## config.mk

```make
export PLATFORM = sky130hd
export DESIGN_NAME = instr_fetch_unit
export DESIGN_NICKNAME = d
export VERILOG_FILES = /design/src/rtl/instr_fetch_unit.sv
export SDC_FILE = /design/constraint.sdc
export NUM_CORES = 1
export LEC_CHECK = 0
export ABC_AREA = 0
export ABC_CLOCK_PERIOD_IN_PS = 9000
export CORE_ASPECT_RATIO = 1.2
export CORE_MARGIN = 2
export CORE_UTILIZATION = 45
export CTS_CLUSTER_DIAMETER = 40
export CTS_CLUSTER_SIZE = 20
export DETAILED_ROUTE_END_ITERATION = 12
export PLACE_DENSITY = 0.77
export SLEW_MARGIN = 20
export SYNTH_ARGS = -nofsm -noshare
export SYNTH_HDL_FRONTEND = slang
export SYNTH_SLANG_ARGS = --single-unit
export TNS_END_PERCENT = 10
```

## constraint.sdc

```tcl
create_clock -name clk -period 9 [get_ports clk]
set_clock_uncertainty 0.05 [all_clocks]
set_input_delay 2.25 -clock clk [delete_from_list [all_inputs] [get_ports clk]]
set_output_delay 2.25 -clock clk [all_outputs]
set_load 0.1 [all_outputs]
```

## src/rtl/instr_fetch_unit.sv

```systemverilog
// Instruction fetch front-end: synchronous-read imem, credit-checked prefetch
// queue, valid/ready handoff to decode, and redirect with flush.
module instr_fetch_unit #(
  parameter int          IW       = 14,
  parameter int          AW       = 5,
  parameter int          DEPTH    = 4,
  parameter int unsigned RESET_PC = 0
) (
  input  logic                       clk,
  input  logic                       rst,
  output logic                       imem_rd_en,
  output logic [AW-1:0]              imem_addr,
  input  logic [IW-1:0]              imem_rdata,
  input  logic                       redirect_valid,
  input  logic [AW-1:0]              redirect_pc,
  output logic                       instr_valid,
  output logic [IW-1:0]              instr,
  output logic [AW-1:0]              instr_pc,
  input  logic                       instr_ready,
  output logic [$clog2(DEPTH):0]     occupancy
);

  localparam int PW = $clog2(DEPTH);
  localparam int CW = PW + 1;

  logic [AW-1:0] fetch_pc;
  logic          inflight;
  logic [AW-1:0] inflight_pc;
  logic          squash;

  logic [PW-1:0] rd_ptr;
  logic [PW-1:0] wr_ptr;
  logic [CW-1:0] count;
  logic [IW-1:0] q_instr [DEPTH];
  logic [AW-1:0] q_pc    [DEPTH];

  logic          pop;
  logic          push;
  logic          issue;
  logic [CW:0]   credit;

  // Credit counts entries held plus the one response still in flight, minus
  // the head leaving this cycle, so a full queue can still issue on a pop.
  always_comb begin
    pop    = (count != '0) & instr_ready;
    credit = {1'b0, count} + (CW+1)'(inflight) - (CW+1)'(pop);
    issue  = ~rst & ~redirect_valid & (credit < (CW+1)'(DEPTH));
    push   = inflight & ~squash & ~redirect_valid;
  end

  // ---- stage 0: issue to instruction memory ----
  always_ff @(posedge clk or posedge rst) begin
    if (rst) begin
      fetch_pc <= AW'(RESET_PC);
      inflight <= 1'b0;
      squash   <= 1'b0;
    end else begin
      inflight <= issue;
      squash   <= redirect_valid & inflight;
      if (redirect_valid) begin
        fetch_pc <= redirect_pc;
      end else if (issue) begin
        fetch_pc <= fetch_pc + AW'(1);
      end
    end
  end

  always_ff @(posedge clk) begin
    if (issue) begin
      inflight_pc <= fetch_pc;
    end
  end

  // ---- stage 1: response capture into the prefetch queue ----
  always_ff @(posedge clk or posedge rst) begin
    if (rst) begin
      rd_ptr <= '0;
      wr_ptr <= '0;
      count  <= '0;
    end else if (redirect_valid) begin
      rd_ptr <= '0;
      wr_ptr <= '0;
      count  <= '0;
    end else begin
      if (push) begin
        wr_ptr <= wr_ptr + PW'(1);
      end
      if (pop) begin
        rd_ptr <= rd_ptr + PW'(1);
      end
      case ({push, pop})
        2'b10:   count <= count + CW'(1);
        2'b01:   count <= count - CW'(1);
        default: count <= count;
      endcase
    end
  end

  always_ff @(posedge clk) begin
    if (push) begin
      q_instr[wr_ptr] <= imem_rdata;
      q_pc[wr_ptr]    <= inflight_pc;
    end
  end

  // ---- stage 2: queue head presented to decode ----
  always_comb begin
    imem_rd_en  = issue;
    imem_addr   = fetch_pc;
    instr_valid = (count != '0);
    occupancy   = count;
    instr       = instr_valid ? q_instr[rd_ptr] : '0;
    instr_pc    = instr_valid ? q_pc[rd_ptr]    : '0;
  end

endmodule

```

==> impl_metrics.ini <==
[status]
outcome = finished clean

[route]
drt_drc_violations_left = 0
ant_nets = 0
iteration_0_drc_count_of_the_detailed_router = 141
wire_length_per_cell_after_detailed_routing_um = 15.31
vias = 1950
post_drt_via_cell_ratio = 4.937
detailedRoute.firstPassIterationCount = 4
detail_route.wirelength_um = 6048

[setup_path]
critical-path-max-stage-delay_ps = 480
cp_num_buf_inv = 4
timing.critical_path.cells = clkdlybuf4s50_1 > o31ai_1 > inv_1 > ha_1 > inv_1 > ha_1 > and3b_1 > a211o_1 > a21oi_2 > nor2b_1 > buf_4
crit_fanout = 7
crit_path_top_delay_cell = nor2b_1
critPathTopFamily = buffers and inverters
timing_worst_setup_path_type = in2out
timing.critical_path.required_ps = 6700
critical_path.startpoint_type = input pin
data_arrival_time_of_the_worst_path_ps = 5010
worst_setup_path_end_kind = output port

[die]
io-pin-count = 52
core_area_mm2 = 0.008472
die_area_mm2 = 0.009419
die_w_um = 88.93
die_y_um = 105.9
placementRows = 37
initial_core_utilization_pct = 45.98

[timing]
transition_time_of_the_tightest_slew_check_pin_ps = 989.5
timing.final.setup_violations = 0
final_count_of_hold_timing_violations = 0
fin_hold_ws_ps = 447.4
final.period_utilization_pct = 81.26
maxClockFrequency_mhz = 136.7
postLayoutSetupSlackWorst_ps = 1686
drv_slew = 0
final_period_minus_worst_setup_slack_ps = 7314
rsz_0062_raised_after_global_routing = no
setup_total_negative_slack_ps = 0
worst_slew_margin_rel_pct = 34.03

[synthesis]
synth_enable_flop_cells = 81
syn_avg_cell_area_um2 = 17.87
synth_common_cells = 81 x edfxtp_1, 20 x nor2b_1, 19 x mux4_2
synthesis.instances = 218
most_frequently_used_flop_master_after_synthesis = edfxtp_1
synth_top_area_share_pct = 62.45
mappedNetlistArea_mm2 = 0.003895
unique_masters_post_synth = 31
ys.warnings.count = 0
top_area_cells_in_the_synthesized_netlist = edfxtp_1 62%, mux4_2 11%, dfrtp_1 9.0%
synth.net_count = 250
post-synth-top-count-cell = edfxtp_1
synth_area_leader_cell = edfxtp_1
synth-seq-area-share_pct = 71.44
yosys_register_bits = 95
synthArstFlopShare_pct = 14.74

[placed_design]
finalWeightedCongestion = 0.7929
placement.io_buffers = 51
detailed_place_hpwl_um = 3912
placed_cells = 379
pre_cts_ws_ps = 1690

[finish]
syn2layout_area_growth_pct = 20.59
share_of_post_route_cells_with_drive_strength_above_1_pct = 14.75
antenna_cells = 0
fin_cells = 395
layout.filler_cells = 676
final_net_count = 305

[global_route]
grt_pass1_vias = 2056
overflow = 0
grt_first_pass_wirelength_um = 10020
grt_total_usage_pct = 14.14
grt_antenna_before_repair = 0
grt_start_max_net_pins = 21

[clock_network]
cts.htree.levels = 3
clock_edge_transition_at_the_registers_on_the_reported_setup_and_hold_paths_ps = 90
tritoncts = built
post_cts.repair.setup_buffers = 0
cts.sink_count = 95
clk_path_buf_depth = 2
hold_buffers = 0
numCtsBuffers = 9
ctsRootBufferMaster = clkbuf_8
ctsResizeCount = 0
clk_latency_ps = 340

[min_path]
hold_path_class = reg2reg

[flow_run]
drv_cap = 0
## cell type report
cell class,count,area (um2),area share [%]
timing repair buffer,53,523.0,11.13
inverter,9,33.78,0.7192
sequential,95,2783,59.24
clock buffer,9,123.9,2.637
clock inverter,7,40.04,0.8524
multi-input combinational,105,1047,22.30
tap,117,146.4,3.117
## final timing paths
check / startpoint / end / slack (ps) / cells after the start
worst max-delay path: instr_ready / imem_rd_en / 1690 / 11
worst min-delay path: inflight_pc[2] / q_pc[1][2] / 450 / 0
worst max register to register: occupancy[0] / inflight_pc[4] / 5850 / 9
worst min register to register: inflight_pc[2] / q_pc[1][2] / 450 / 0
max in group asynchronous: rst / rd_ptr[1] / 6220 / 2
min in group asynchronous: rst / imem_addr[2] / 2300 / 2
## per-stage QoR
step	instance area, um2	util, %
CTS	4697	55.44
global placement	4533	53.51
global route	4697	55.44
finish	4697	55.44
detailed placement	4533	53.51
floorplan	3895	-
## registers in the layout, summed over array words and instances, names as in the netlist
| signal | count |
|---|---|
| wr_ptr | 2 |
| squash | 1 |
| q_pc | 20 |
| q_instr | 56 |
| occupancy | 3 |
| inflight_pc | 5 |
| inflight | 1 |
| rd_ptr | 2 |
| imem_addr | 5 |
## per-layer routing
layer | global-route usage [%] | part of all wire [%] | wire length (um)
met2 | 22.71 | 49 | 2962
met3 | 4.037 | 5.0 | 302
met5 | 0 | 0 | 0
met4 | 3.838 | 1.1 | 66
met1 | 18.96 | 45 | 2716
## placed cells by master (no fill, tap or decap), types with 2 or more instances in the layout
cell type,instances
a21oi_1,3
or3b_1,2
buf_4,3
o21ai_1,4
a211oi_2,2
nor2b_1,20
edfxtp_1,81
xnor2_1,8
inv_1,9
nor2_1,11
clkinv_1,3
clkdlybuf4s50_1,50
nand2_1,7
dfrtp_1,14
and2_1,6
clkinvlp_4,2
clkbuf_8,9
ha_1,8
mux4_2,19
## logic make-up after synthesis
group / after synthesis / share of synthesized area [%]
adders and majority gates: 9 / 3.084
xor gates and xnor gates: 9 / 2.024
buffers and inverters: 18 / 1.799
DFF: 95 / 71.44
and+or+nand+nor: 52 / 7.325
AOI/OAI and AO/OA: 13 / 2.506
muxes: 22 / 11.82
Power is left out: the tool's default activity adds up to more than one toggle a clock period on the data nets, which glitch-free logic cannot reach.
